File: src/rtl/dmem_arbiter_if.sv
`default_nettype none
// ============================================================================
//  Module      : dmem_arbiter_if
//  Description : Requester-side bus of the data-memory arbiter. One instance
//                per requester (CPU load/store path, debug/dump engine).
//                master = requester, slave = arbiter.
//  Revision    : 1.0  initial release
// ============================================================================
interface dmem_arbiter_if #(
  parameter int ADDR_W = 11
);
  logic              req;
  logic              wena;
  logic [ADDR_W-1:0] addr;
  logic [31:0]       wdata;
  logic [31:0]       rdata;
  logic              ack;

  modport master (output req, wena, addr, wdata, input rdata, ack);
  modport slave  (input req, wena, addr, wdata, output rdata, ack);
endinterface
`default_nettype wire

File: src/rtl/dmem_arbiter.sv
`default_nettype none
// ============================================================================
//  Module      : dmem_arbiter
//  Description : Two-requester arbiter/sequencer for the single-port data
//                memory. Every access walks IDLE -> ISSUE -> DONE. The CPU has
//                priority; defining DMEM_ARB_STARVE_EN adds a starvation guard
//                that forces the debug port through after STARVE_LIMIT lost
//                arbitrations in a row.
//  Revision    : 1.0  initial release
// ============================================================================
module dmem_arbiter #(
  parameter int ADDR_W       = 11,
  parameter int STARVE_LIMIT = 8,
  parameter int CNT_W        = 4
) (
  input  wire               clk_in,
  input  wire               reset,
  dmem_arbiter_if.slave     cpu,
  dmem_arbiter_if.slave     dbg,
  output logic              cpu_stall,
  output logic              dm_ena,
  output logic              dm_wena,
  output logic [ADDR_W-1:0] dm_addr,
  output logic [31:0]       dm_data_in,
  input  wire  [31:0]       dm_data_out
);

  localparam logic [1:0] IDLE  = 2'd0;
  localparam logic [1:0] ISSUE = 2'd1;
  localparam logic [1:0] DONE  = 2'd2;

  // The starvation counter must be able to reach STARVE_LIMIT.
  if (STARVE_LIMIT >= (1 << CNT_W)) begin : g_cnt_w_check
    $error("dmem_arbiter: CNT_W too narrow for STARVE_LIMIT");
  end

  logic [1:0]        state;
  logic [1:0]        state_nxt;
  logic              any_req;
  logic              grant_dbg;
  logic              owner_dbg;
  logic              lat_wena;
  logic [ADDR_W-1:0] lat_addr;
  logic [31:0]       lat_wdata;
  logic [31:0]       cpu_rdata_q;
  logic [31:0]       dbg_rdata_q;

  assign any_req = cpu.req | dbg.req;

`ifdef DMEM_ARB_STARVE_EN
  logic [CNT_W-1:0] starve_cnt;
  logic             starve_guard;

  assign starve_guard = (starve_cnt == CNT_W'(STARVE_LIMIT));
  assign grant_dbg    = dbg.req & (~cpu.req | starve_guard);

  // Count consecutive CPU wins over a waiting debug port; saturate at the limit.
  always_ff @(posedge clk_in or posedge reset) begin
    if (reset) begin
      starve_cnt <= '0;
    end else if (state == IDLE) begin
      if (!dbg.req || grant_dbg) begin
        starve_cnt <= '0;
      end else if (cpu.req && !starve_guard) begin
        starve_cnt <= starve_cnt + CNT_W'(1);
      end
    end
  end
`else
  // Strict CPU priority: the debug port only wins when the CPU is quiet.
  assign grant_dbg = dbg.req & ~cpu.req;
`endif

  // State register.
  always_ff @(posedge clk_in or posedge reset) begin
    if (reset) begin
      state <= IDLE;
    end else begin
      state <= state_nxt;
    end
  end

  // Next-state logic; requests are only sampled in IDLE, so a req left high
  // during DONE cannot be regranted.
  always_comb begin
    state_nxt = IDLE;
    case (state)
      IDLE:    state_nxt = any_req ? ISSUE : IDLE;
      ISSUE:   state_nxt = DONE;
      DONE:    state_nxt = IDLE;
      default: state_nxt = IDLE;
    endcase
  end

  // Latch the winner and its operands at the granting IDLE edge.
  always_ff @(posedge clk_in or posedge reset) begin
    if (reset) begin
      owner_dbg <= 1'b0;
      lat_wena  <= 1'b0;
      lat_addr  <= '0;
      lat_wdata <= '0;
    end else if (state == IDLE && any_req) begin
      owner_dbg <= grant_dbg;
      lat_wena  <= grant_dbg ? dbg.wena  : cpu.wena;
      lat_addr  <= grant_dbg ? dbg.addr  : cpu.addr;
      lat_wdata <= grant_dbg ? dbg.wdata : cpu.wdata;
    end
  end

  // Hold each owner's read data after its DONE cycle until its next access.
  always_ff @(posedge clk_in or posedge reset) begin
    if (reset) begin
      cpu_rdata_q <= '0;
      dbg_rdata_q <= '0;
    end else if (state == DONE) begin
      if (owner_dbg) begin
        dbg_rdata_q <= dm_data_out;
      end else begin
        cpu_rdata_q <= dm_data_out;
      end
    end
  end

  // Outputs decoded from state; memory is driven only in ISSUE, acks only in
  // DONE. During DONE the memory output is passed straight through so rdata
  // is already valid while ack is high.
  always_comb begin
    dm_ena     = (state == ISSUE);
    dm_wena    = (state == ISSUE) & lat_wena;
    dm_addr    = (state == ISSUE) ? lat_addr  : '0;
    dm_data_in = (state == ISSUE) ? lat_wdata : '0;
    cpu.ack    = (state == DONE) & ~owner_dbg;
    dbg.ack    = (state == DONE) &  owner_dbg;
    cpu.rdata  = cpu.ack ? dm_data_out : cpu_rdata_q;
    dbg.rdata  = dbg.ack ? dm_data_out : dbg_rdata_q;
    cpu_stall  = cpu.req & ~cpu.ack;
  end

endmodule
`default_nettype wire
File: src/flat_wrapper.sv
// flat-port wrapper written by rule: the top's interface ports become plain ports
module dmem_arbiter_flat 
#(
  parameter int ADDR_W       = 11,
  parameter int STARVE_LIMIT = 8,
  parameter int CNT_W        = 4
)
  (clk_in, reset, cpu_stall, dm_ena, dm_wena, dm_addr, dm_data_in, dm_data_out, cpu_req, cpu_wena, cpu_addr, cpu_wdata, cpu_rdata, cpu_ack, dbg_req, dbg_wena, dbg_addr, dbg_wdata, dbg_rdata, dbg_ack);
  dmem_arbiter_if #(.ADDR_W(ADDR_W)) cpu_i ();
  dmem_arbiter_if #(.ADDR_W(ADDR_W)) dbg_i ();
  input  wire clk_in;
  input  wire reset;
  output logic cpu_stall;
  output logic dm_ena;
  output logic dm_wena;
  output logic [ADDR_W-1:0] dm_addr;
  output logic [31:0] dm_data_in;
  input  wire  [31:0] dm_data_out;
  input wire logic [$bits(cpu_i.req)-1:0] cpu_req;
  input wire logic [$bits(cpu_i.wena)-1:0] cpu_wena;
  input wire logic [$bits(cpu_i.addr)-1:0] cpu_addr;
  input wire logic [$bits(cpu_i.wdata)-1:0] cpu_wdata;
  output wire logic [$bits(cpu_i.rdata)-1:0] cpu_rdata;
  output wire logic [$bits(cpu_i.ack)-1:0] cpu_ack;
  input wire logic [$bits(dbg_i.req)-1:0] dbg_req;
  input wire logic [$bits(dbg_i.wena)-1:0] dbg_wena;
  input wire logic [$bits(dbg_i.addr)-1:0] dbg_addr;
  input wire logic [$bits(dbg_i.wdata)-1:0] dbg_wdata;
  output wire logic [$bits(dbg_i.rdata)-1:0] dbg_rdata;
  output wire logic [$bits(dbg_i.ack)-1:0] dbg_ack;
  assign cpu_i.req = cpu_req;
  assign cpu_i.wena = cpu_wena;
  assign cpu_i.addr = cpu_addr;
  assign cpu_i.wdata = cpu_wdata;
  assign cpu_rdata = cpu_i.rdata;
  assign cpu_ack = cpu_i.ack;
  assign dbg_i.req = dbg_req;
  assign dbg_i.wena = dbg_wena;
  assign dbg_i.addr = dbg_addr;
  assign dbg_i.wdata = dbg_wdata;
  assign dbg_rdata = dbg_i.rdata;
  assign dbg_ack = dbg_i.ack;
  dmem_arbiter #(.ADDR_W(ADDR_W), .STARVE_LIMIT(STARVE_LIMIT), .CNT_W(CNT_W)) u_core (.clk_in(clk_in), .reset(reset), .cpu(cpu_i), .dbg(dbg_i), .cpu_stall(cpu_stall), .dm_ena(dm_ena), .dm_wena(dm_wena), .dm_addr(dm_addr), .dm_data_in(dm_data_in), .dm_data_out(dm_data_out));
endmodule
File: config.mk
export PLATFORM = sky130hd
export DESIGN_NAME = dmem_arbiter_flat
export DESIGN_NICKNAME = d
export VERILOG_FILES = /design/src/rtl/dmem_arbiter_if.sv /design/src/rtl/dmem_arbiter.sv /design/src/flat_wrapper.sv
export SDC_FILE = /design/constraint.sdc
export NUM_CORES = 1
export LEC_CHECK = 0
export CORE_UTILIZATION = 43
export CTS_CLUSTER_DIAMETER = 120
export DETAILED_ROUTE_END_ITERATION = 8
export PLACE_DENSITY = 0.88
export RECOVER_POWER = 100
export SYNTH_ARGS = -nofsm -noshare
export SYNTH_HDL_FRONTEND = slang
export SYNTH_SLANG_ARGS = --single-unit
File: constraint.sdc
create_clock -name clk_in -period 4.9 [get_ports clk_in]
set_input_delay 1.47 -clock clk_in [delete_from_list [all_inputs] [get_ports clk_in]]
set_output_delay 1.47 -clock clk_in [all_outputs]
set_load 0.05 [all_outputs]
==> qor.yml <==
instances_no_fill: 842
timing.critical_path.buf_inv: 2
drt-pass1-iter-count: 4
antenna_found_initial: 3
syn_nets: 570
die_y_um: 115
grt_pass1_vias: 4790
critPathMaxStageDelay_ps: 790
cap_violations: 2
postCtsHoldBufs: 0
grt_start_max_net_pins: 67
numCtsBuffers: 9
grt.total_usage_pct: 23.4
place.gp.congestion: 0.764
io_pins: 236
power_mw: 6.58
final_nets: 786
cp_top_family: "buffers and inverters"
ys_types: 23
drc: 0
place_hpwl_um: 10600
synth.ff_latch_count: 111
drv_slew: 100
drtAntennaViolNets: 0
drive_above_1_share_pct: 22.8
path_class: "in2out"
min_period_ps: 4640
cts_sinks: 111
post-cts-setup-buffers: 0
ctsResizeCount: 0
crit_top_cell: "dlygate4sd3_1"
drt_iter0_markers: 231
timing.fmax_mhz: 216
required_ps: 3430
p_per_area_mw_per_mm2: 802
synth_area_mm2: 0.00551
rsz0062_at_grt: "no"
slew_headroom_pct: -53.6
fin_skew_ps: 10.6
hold_depth: 1
routed_wl_um: 15200
finalHoldViolations: 0
yosys_warnings: 0
crit_path_top_delay_cell: "dlygate4sd3_1"
placed_cells: 823
area_delta_synth_final_pct: 48.8
crit_arrival_ps: 3170
path_clk_slew_ps: 70
io_buffers: 235
core_mm2: 0.0126
ys_seq_area_share_pct: 50.4
grt.overflow.total: 0
die_w_um: 115
ir_drop_mv: 0.747
rows: 41
cts_buffer_depth: 2
cts-root-buf: "clkbuf_16"
setup_viol: 0
cp.depth: 3
cp-start-kind: "input pin"
hold_slack_ps: 495
tightest_slew_ps: 2300
cts_tree: "built"
violations: "max-capacitance violations, max-slew violations"
clock_latency_ps: 350
netlist_instances: 446
wire_per_inst_um: 18.1
htreeDepth: 3
status: "finished with violations"
cp_max_fo: 3
leakagePower_nw: 3.36
finalCritPeriodShare_pct: 94.6
postLayoutCoreUtil_pct: 65.3
routed_via_density: 5.33
grt_pass1_wl_um: 23900
reg2reg_depth: 4
endpoint_kind: "output pin"
die-area_mm2: 0.0133
setup_tns_ps: 0
min_path_type: "reg2reg"
dr_total_vias: 4485
crit_path_cell_trace: "dlygate4sd3_1, mux2_1, dlygate4sd3_1"
initial_core_util_pct: 43.9
avgSynthCellArea_um2: 12.4
## sequential cells by signal, summed over array words and instances (netlist names)
register            cells
u_core.lat_addr        11
u_core.dbg_rdata_q     32
u_core.owner_dbg        1
u_core.cpu_rdata_q     32
u_core.lat_wdata       32
u_core.lat_wena         1
u_core.state            2
## routing by layer
metal | vias up | wire length, um | GRT usage, %
met3 | 25 | 1570 | 9.38
li1 | 2081 | - | -
met4 | 0 | 308 | 9.61
met1 | 2172 | 5820 | 25.1
met5 | - | 0 | 0
met2 | 207 | 7550 | 41.1
## per-stage QoR
stage / area, um^2 / worst slack (ps)
global placement: 7920 / 466
detailed placement: 7920 / 455
floorplan: 5510 / 499
finish: 8200 / 264
CTS: 8230 / 412
global route: 8200 / 212
## cell families (layout without fill, tap and decap cells)
logic type	after synthesis	in the layout	synth area share, %
AND/OR/NAND/NOR	64	64	7.58
other	0	3	0
flip-flops	111	111	50.4
AO/OA/AOI/OAI	133	133	17.5
multiplexers	96	96	19.6
buffers and inverters	42	263	4.90
## layout by cell type, fill, tap and decap left out
cell / instances
dlygate4sd3_1: 144
dfrtp_1: 111
mux2_2: 93
clkdlybuf4s50_1: 89
and2_1: 44
o22ai_1: 43
a21oi_1: 37
o22ai_2: 29
clkbuf_16: 9
a31oi_1: 8
a22oi_1: 8
o21ai_0: 8
and2b_1: 5
nor2b_1: 4
diode_2: 3
inv_1: 3
mux2_1: 3
nor2_1: 3
buf_4: 3
clkbuf_2: 3
clkinvlp_4: 2
inv_8: 2
inv_6: 2
clkbuf_1: 2
nor3b_4: 1
nand3b_1: 1
or2_2: 1
nor2b_2: 1
inv_2: 1
or3b_2: 1
nor3b_1: 1
nor2_4: 1
or3b_1: 1
bufinv_16: 1
buf_2: 1
buf_12: 1
## final cells by class
| cell class | count | area [um^2] |
|---|---|---|
| antenna | 3 | 7.51 |
| inverter | 4 | 15.0 |
| sequential | 111 | 2780 |
| tap | 172 | 215 |
| timing repair buffer | 243 | 2400 |
| clock inverter | 7 | 85.1 |
| multi-input combinational | 293 | 2470 |
| clock buffer | 9 | 225 |
| fill | 952 | 4370 |
## where the power goes
| group | leakage, nW | switching, mW | internal [mW] |
|---|---|---|---|
| Clock | 0.147 | 0.351 | 0.408 |
| Sequential | 1.29 | 0.280 | 1.39 |
| Combinational | 1.92 | 2.68 | 1.47 |
## synth_stat cells (all sizes together)
library cell	n	area [um^2]
nor2b	5	31.3
nor3b	2	25.0
and2	44	275
mux2	96	1080
a22oi	8	60.1
dfrtp	111	2780
nor2	4	17.5
clkbuf	10	37.5
a31oi	8	50.1
o21ai	8	40.0
and2b	5	37.5
a21oi	37	185
or3b	2	17.5
buf	28	218
nand3b	1	7.51
o22ai	72	632
inv	4	15.0
or2	1	6.26
## path summary, 6_finish.rpt
path,from,endpoint,slack [ps]
min reg2reg,u_core.dbg_rdata_q[4]$_DFFE_PP0P_,u_core.dbg_rdata_q[4]$_DFFE_PP0P_,500
max,dm_data_out[5],dbg_rdata[5],260
min in group asynchronous,reset,u_core.lat_wdata[31]$_DFFE_PP0P_,2340
max in group asynchronous,reset,u_core.lat_wdata[26]$_DFFE_PP0P_,750
min,u_core.dbg_rdata_q[4]$_DFFE_PP0P_,u_core.dbg_rdata_q[4]$_DFFE_PP0P_,500
max reg2reg,u_core.state[1]$_DFF_PP0_,u_core.lat_wdata[23]$_DFFE_PP0P_,2370
## worst reg2reg max path: stages, from the launching register on
cell	delay (ps)
dfrtp_1	530
or3b_1	170
clkbuf_1	1210
o22ai_1	310
a21oi_1	240
Power figures use the tool's default switching activity.
